**config.mk**
```make
export PLATFORM = sky130hd
export DESIGN_NAME = snake_pixel_renderer
export DESIGN_NICKNAME = d
export VERILOG_FILES = /design/src/rtl/snake_pixel_renderer.sv
export SDC_FILE = /design/constraint.sdc
export NUM_CORES = 1
export LEC_CHECK = 0
export ABC_AREA = 1
export BUFFER_PORTS_ARGS = -buffer_cell sky130_fd_sc_hd__buf_2
export CORE_AREA = 5 5 214 216
export DETAILED_ROUTE_END_ITERATION = 8
export DIE_AREA = 0 0 219 221
export PLACE_DENSITY = 0.65
export SKIP_LAST_GASP = 1
export SLEW_MARGIN = 20
export SYNTH_ARGS = -nofsm -noshare
export SYNTH_HDL_FRONTEND = slang
export SYNTH_SLANG_ARGS = --single-unit
```
**constraint.sdc**
```tcl
create_clock -name clk -period 8.2 [get_ports clk]
set_input_delay 0.82 -clock clk [delete_from_list [all_inputs] [get_ports clk]]
set_output_delay 0.82 -clock clk [all_outputs]
set_load 0.01 [all_outputs]
```
**src/rtl/snake_pixel_renderer.sv**
```systemverilog
// Snake playfield pixel source running in lockstep with the VGA driver raster.
// Optional macro GRID_LINES_EN draws dim grid lines in empty cells.
module snake_pixel_renderer #(
  parameter int          GRID_W     = 20,
  parameter int          GRID_H     = 15,
  parameter int          CELL_SHIFT = 5,
  parameter int          FIFO_DEPTH = 4,
  parameter logic [11:0] BODY_RGB   = 12'h0C0,
  parameter logic [11:0] HEAD_RGB   = 12'hFF0,
  parameter logic [11:0] FOOD_RGB   = 12'hF00,
  parameter int          H_TOTAL    = 800,
  parameter int          V_TOTAL    = 525
) (
  input  logic       clk,
  input  logic       rst_n,
  input  logic       frame_start,
  input  logic       upd_valid,
  output logic       upd_ready,
  input  logic [1:0] upd_op,
  input  logic [4:0] upd_x,
  input  logic [3:0] upd_y,
  output logic       upd_drop,
  output logic       vblank,
  output logic [3:0] SnakeRed,
  output logic [3:0] SnakeGreen,
  output logic [3:0] SnakeBlue,
  output logic       ACTIVE
);

  localparam int H_VIS = GRID_W << CELL_SHIFT;
  localparam int V_VIS = GRID_H << CELL_SHIFT;
  localparam int CELLS = GRID_W * GRID_H;
  localparam int PTR_W = (FIFO_DEPTH > 1) ? $clog2(FIFO_DEPTH) : 1;
  localparam int CNT_W = $clog2(FIFO_DEPTH + 1);

  function automatic logic [8:0] cell_index(input logic [4:0] cx, input logic [3:0] cy);
    return ({5'd0, cy} * 9'(GRID_W)) + {4'd0, cx};
  endfunction

  logic [9:0]       px_r, py_r;
  logic             synced_r;
  logic [CELLS-1:0] bitmap_r;
  logic [4:0]       head_x_r, food_x_r;
  logic [3:0]       head_y_r, food_y_r;
  logic [10:0]      fifo_mem_r [FIFO_DEPTH];
  logic [PTR_W-1:0] wr_ptr_r, rd_ptr_r;
  logic [CNT_W-1:0] count_r;

  logic [9:0]       nx_s, ny_s;
  logic             nsync_s;
  logic [4:0]       cx_s;
  logic [3:0]       cy_s;
  logic [8:0]       cell_idx_s;
  logic             vis_s;
  logic [11:0]      rgb_s;

  logic             push_s, pop_s, in_range_s;
  logic [1:0]       pop_op_s;
  logic [4:0]       pop_x_s;
  logic [3:0]       pop_y_s;
  logic [8:0]       pop_idx_s;
  logic [CNT_W-1:0] count_next_s;

  // Next raster position; frame_start always lands on (2,0), which also resyncs.
  always_comb begin
    nx_s    = px_r;
    ny_s    = py_r;
    nsync_s = synced_r;
    if (frame_start) begin
      nx_s    = 10'd2;
      ny_s    = 10'd0;
      nsync_s = 1'b1;
    end else if (px_r == 10'(H_TOTAL - 1)) begin
      nx_s = 10'd0;
      if (py_r == 10'(V_TOTAL - 1)) begin
        ny_s = 10'd0;
      end else begin
        ny_s = py_r + 10'd1;
      end
    end else begin
      nx_s = px_r + 10'd1;
    end
  end

  // Colour of the pixel the raster moves to, so the registers hold the current pixel.
  always_comb begin
    cx_s       = 5'(nx_s >> CELL_SHIFT);
    cy_s       = 4'(ny_s >> CELL_SHIFT);
    cell_idx_s = cell_index(cx_s, cy_s);
    vis_s      = nsync_s && (nx_s < 10'(H_VIS)) && (ny_s < 10'(V_VIS));
    rgb_s      = 12'h000;
    if (vis_s) begin
      if ((cx_s == head_x_r) && (cy_s == head_y_r)) begin
        rgb_s = HEAD_RGB;
      end else if ((cx_s == food_x_r) && (cy_s == food_y_r)) begin
        rgb_s = FOOD_RGB;
      end else if (bitmap_r[cell_idx_s]) begin
        rgb_s = BODY_RGB;
      end else begin
`ifdef GRID_LINES_EN
        if ((nx_s[CELL_SHIFT-1:0] == {CELL_SHIFT{1'b0}}) ||
            (ny_s[CELL_SHIFT-1:0] == {CELL_SHIFT{1'b0}})) begin
          rgb_s = 12'h222;
        end else begin
          rgb_s = 12'h000;
        end
`else
        rgb_s = 12'h000;
`endif
      end
    end else begin
      rgb_s = 12'h000;
    end
  end

  // Queue bookkeeping; commits are only allowed during vertical blanking.
  always_comb begin
    push_s       = upd_valid && upd_ready;
    pop_s        = vblank && (count_r != {CNT_W{1'b0}});
    {pop_op_s, pop_x_s, pop_y_s} = fifo_mem_r[rd_ptr_r];
    in_range_s   = (pop_x_s < 5'(GRID_W)) && (pop_y_s < 4'(GRID_H));
    pop_idx_s    = cell_index(pop_x_s, pop_y_s);
    count_next_s = count_r + CNT_W'(push_s) - CNT_W'(pop_s);
  end

  // Raster counters and registered pixel outputs.
  always_ff @(posedge clk or negedge rst_n) begin
    if (!rst_n) begin
      px_r       <= 10'd0;
      py_r       <= 10'd0;
      synced_r   <= 1'b0;
      vblank     <= 1'b0;
      ACTIVE     <= 1'b0;
      SnakeRed   <= 4'h0;
      SnakeGreen <= 4'h0;
      SnakeBlue  <= 4'h0;
    end else begin
      px_r       <= nx_s;
      py_r       <= ny_s;
      synced_r   <= nsync_s;
      vblank     <= (ny_s >= 10'(V_VIS));
      ACTIVE     <= vis_s;
      SnakeRed   <= rgb_s[11:8];
      SnakeGreen <= rgb_s[7:4];
      SnakeBlue  <= rgb_s[3:0];
    end
  end

  // Update queue storage, pointers and registered ready.
  always_ff @(posedge clk or negedge rst_n) begin
    if (!rst_n) begin
      wr_ptr_r  <= {PTR_W{1'b0}};
      rd_ptr_r  <= {PTR_W{1'b0}};
      count_r   <= {CNT_W{1'b0}};
      upd_ready <= 1'b1;
      for (int i = 0; i < FIFO_DEPTH; i++) begin
        fifo_mem_r[i] <= 11'd0;
      end
    end else begin
      if (push_s) begin
        fifo_mem_r[wr_ptr_r] <= {upd_op, upd_x, upd_y};
        wr_ptr_r             <= wr_ptr_r + PTR_W'(1);
      end
      if (pop_s) begin
        rd_ptr_r <= rd_ptr_r + PTR_W'(1);
      end
      count_r   <= count_next_s;
      upd_ready <= (count_next_s != CNT_W'(FIFO_DEPTH));
    end
  end

  // Playfield state: committed updates and the out-of-range drop pulse.
  always_ff @(posedge clk or negedge rst_n) begin
    if (!rst_n) begin
      bitmap_r <= {CELLS{1'b0}};
      head_x_r <= 5'd0;
      head_y_r <= 4'd0;
      food_x_r <= 5'd0;
      food_y_r <= 4'd0;
      upd_drop <= 1'b0;
    end else begin
      upd_drop <= pop_s && !in_range_s;
      if (pop_s && in_range_s) begin
        case (pop_op_s)
          2'b00:   bitmap_r[pop_idx_s] <= 1'b0;
          2'b01:   bitmap_r[pop_idx_s] <= 1'b1;
          2'b10: begin
            head_x_r <= pop_x_s;
            head_y_r <= pop_y_s;
          end
          2'b11: begin
            food_x_r <= pop_x_s;
            food_y_r <= pop_y_s;
          end
          default: bitmap_r <= bitmap_r;
        endcase
      end
    end
  end

endmodule

```
==> impl_metrics.py <==
metrics = {
    "die": {
        "die_area_sq_um": 48400,
        "die_x_um": 219,
        "io_pins": 31,
        "initial_core_util": 0.491,
        "coreArea_sq_um": 43700,
        "die_h_um": 221,
        "rows": 77,
    },
    "timing": {
        "finalCriticalPeriod_ps": 5580,
        "tightest_slew_ps": 1210,
        "setup_tns_ps": 0,
        "fin_skew_ps": 20.9,
        "max-slew-margin-rel": 0.188,
        "period_share": 0.681,
        "setup_ws_ps": 2620,
        "rsz0062_at_grt": "false",
        "hold_viol": 0,
        "setup_violations": 0,
        "drv_slew": 0,
        "fmax_mhz": 179,
    },
    "synth": {
        "synth_cells": 2934,
        "netlist_top_cells_area": "dfrtp_1 (46%), nand2_1 (11%), inv_1 (7.2%), nor2_1 (7.1%), nand3_1 (6.9%)",
        "netlist.top_cell.by_area": "dfrtp_1",
        "synth_seq_area_share": 0.462,
        "synth_cell_types": 45,
        "ys_async_sr_fraction": 1.00,
        "syn_area_sq_um": 21500,
        "yosysTopAreaCellShare": 0.461,
        "yosys_warnings": 0,
        "synth-seq-cells": 397,
        "synth.avg_cell_area_sq_um": 7.32,
        "synth-edff-count": 0,
        "synthFlopType": "dfrtp_1",
    },
    "final_layout": {
        "drive_gt1_frac": 0.0684,
        "antenna_cells": 0,
        "final_common_cell": "nand2_1",
        "finalNonFillerCells": 3500,
        "layout_common_cells": "nand2_1 (622), inv_1 (411), nor2_1 (401), dfrtp_1 (396), nand3_1 (294)",
        "area_growth_pct": 8.76,
        "num-nets-final": 2916,
    },
    "drt": {
        "route.detailed.drc": 0,
        "wl_um": 61700,
        "num_vias": 19000,
        "ant_nets": 0,
        "met3WireLength_um": 4370,
        "wl_per_cell_um": 17.6,
        "drtIter0Drc": 1972,
        "via_per_inst": 5.42,
        "met1_length_um": 26600,
        "firstDrtPassIters": 8,
        "highest_layer": "met4",
        "route.met2.wl_um": 28900,
    },
    "global_routing": {
        "grt_pass1_wl_um": 99600,
        "grt_pass1_vias": 18400,
        "grt_use_total": 0.254,
        "grt_overflow": 0,
        "antenna_found_initial": 0,
        "grt_max_degree": 176,
    },
    "cts": {
        "cts_tree": "built",
        "clk_latency_ps": 570,
        "root_buffer": "clkbuf_16",
        "clk_pin_slew_ps": 60,
        "cts_max_path_buffers": 3,
        "cts.sink_count": 397,
        "cts_hold_buf": 0,
        "cts_htree_levels": 2,
        "numCtsBuffers": 45,
        "ctsResizeCount": 0,
        "postCtsSetupRepairBufs": 0,
    },
    "worst_setup_path": {
        "criticalPathCategory": "reg2reg",
        "crit_fanout": 12,
        "cp-start-kind": "flop",
        "crit_arrival_ps": 6050,
        "cp-end-kind": "flop",
        "critPathRequiredTime_ps": 8660,
    },
    "power_and_ir_drop": {
        "power.switching_w": 0.00348,
        "internal-power_w": 0.00397,
        "pwr-share-seq": 0.311,
        "comb_power_share": 0.425,
        "p_leak_nw": 12.5,
        "cellPowerDensity_nw_per_um2": 319,
        "peakVddDrop_mv": 0.423,
        "clockPowerShare": 0.264,
        "switching_share": 0.467,
    },
    "placed_design": {
        "port_buffers": 26,
        "hpwl_um": 37000,
        "dp_slack_ps": 2810,
        "dp_cells": 3420,
        "gp_congestion": 0.854,
    },
    "hold_path": {
        "hold_path_class": "in2async",
    },
    "status": {
        "status": "complete, no violations",
    },
    "run": {
        "cap_viol_max_count": 0,
    },
}
## cells in the mapped netlist (2+ instances only)
| library cell | count |
|---|---|
| nand2_1 | 623 |
| inv_1 | 413 |
| nor2_1 | 406 |
| dfrtp_1 | 396 |
| nand3_1 | 296 |
| a21oi_1 | 193 |
| o21ai_0 | 144 |
| clkbuf_1 | 82 |
| buf_2 | 55 |
| mux2i_1 | 36 |
| inv_2 | 34 |
| nand4_1 | 34 |
| a31oi_1 | 31 |
| o21ai_1 | 26 |
| xor2_1 | 25 |
| ha_1 | 22 |
| nor2_2 | 16 |
| buf_1 | 14 |
| buf_4 | 11 |
| o211ai_1 | 11 |
| nor2_4 | 9 |
| o22ai_1 | 7 |
| or2_2 | 7 |
| xnor2_1 | 6 |
| nor3_1 | 5 |
| a32oi_1 | 4 |
| fa_1 | 4 |
| nand3b_1 | 3 |
| nor4_1 | 3 |
| clkinv_1 | 2 |
| o21bai_1 | 2 |
## power by group through the flow
stage	logic [W]	clock network, W	registers (W)
2_1_floorplan	0.00231	0	0.00230
3_3_place_gp	0.00304	0	0.00234
3_5_place_dp	0.00312	0	0.00235
4_1_cts	0.00312	0.00200	0.00232
5_1_grt	0.00345	0.00209	0.00234
6_report	0.00317	0.00197	0.00232
## layer usage
metal	vias to the layer above	GRT usage
met2	663	0.416
met4	0	0.0766
li1	9098	-
met1	9083	0.348
met5	-	0
met3	121	0.0436
## cell families after synthesis
| group | synth area share |
|---|---|
| XOR/XNOR | 0.0134 |
| multiplexers | 0.0168 |
| adder cells (fa/ha/maj) | 0.0165 |
| buffers and inverters | 0.112 |
| flip-flops | 0.462 |
| AND/OR/NAND/NOR | 0.276 |
| other | 0.000175 |
| AO/OA/AOI/OAI | 0.103 |
## worst paths after layout
kind	start	slack (ps)	cells past startpoint	end
max in group asynchronous	rst_n	6560	2	async pin
setup reg to reg	px_r[0]	2620	23	SnakeGreen[2]
min in group clk	synced_r	450	2	synced_r
setup / recovery	px_r[0]	2620	23	SnakeGreen[2]
hold reg to reg	synced_r	450	2	synced_r
hold / removal	rst_n	270	1	async pin
## layout make-up
cell class	count	area (sq um)
timing repair buffer	54	388
sequential	397	9940
clock inverter	10	114
clock buffer	70	1310
multi-input combinational	1928	9200
inverter	449	1690
tap	592	741
fill	4199	20400
## critical path, cell delays in order, from the launching register on
cell,delay (ps)
dfrtp_1,390
ha_1,180
nand2_1,70
nor2_1,170
nand3_1,490
nor3_1,430
inv_1,100
nor2_1,200
a31oi_1,130
nand2b_1,260
inv_1,150
ha_1,320
ha_1,330
inv_1,80
xor2_1,940
inv_1,480
nand3_1,240
nand3_1,100
nand3_1,150
nand2_1,70
nand2_1,50
nand2_1,50
nand2_1,60
nand2_1,50
## per-stage QoR
step / power (W) / hold slack (ps) / cell area [sq um] / utilization
floorplan: 0.00462 / 423 / 21500 / -
global placement: 0.00538 / 435 / 21900 / 0.502
detailed placement: 0.00547 / 441 / 21900 / 0.502
CTS: 0.00745 / 308 / 23400 / 0.534
global route: 0.00788 / 332 / 23400 / 0.534
finish: 0.00746 / 268 / 23400 / 0.534
Power figures use the tool's default switching activity.
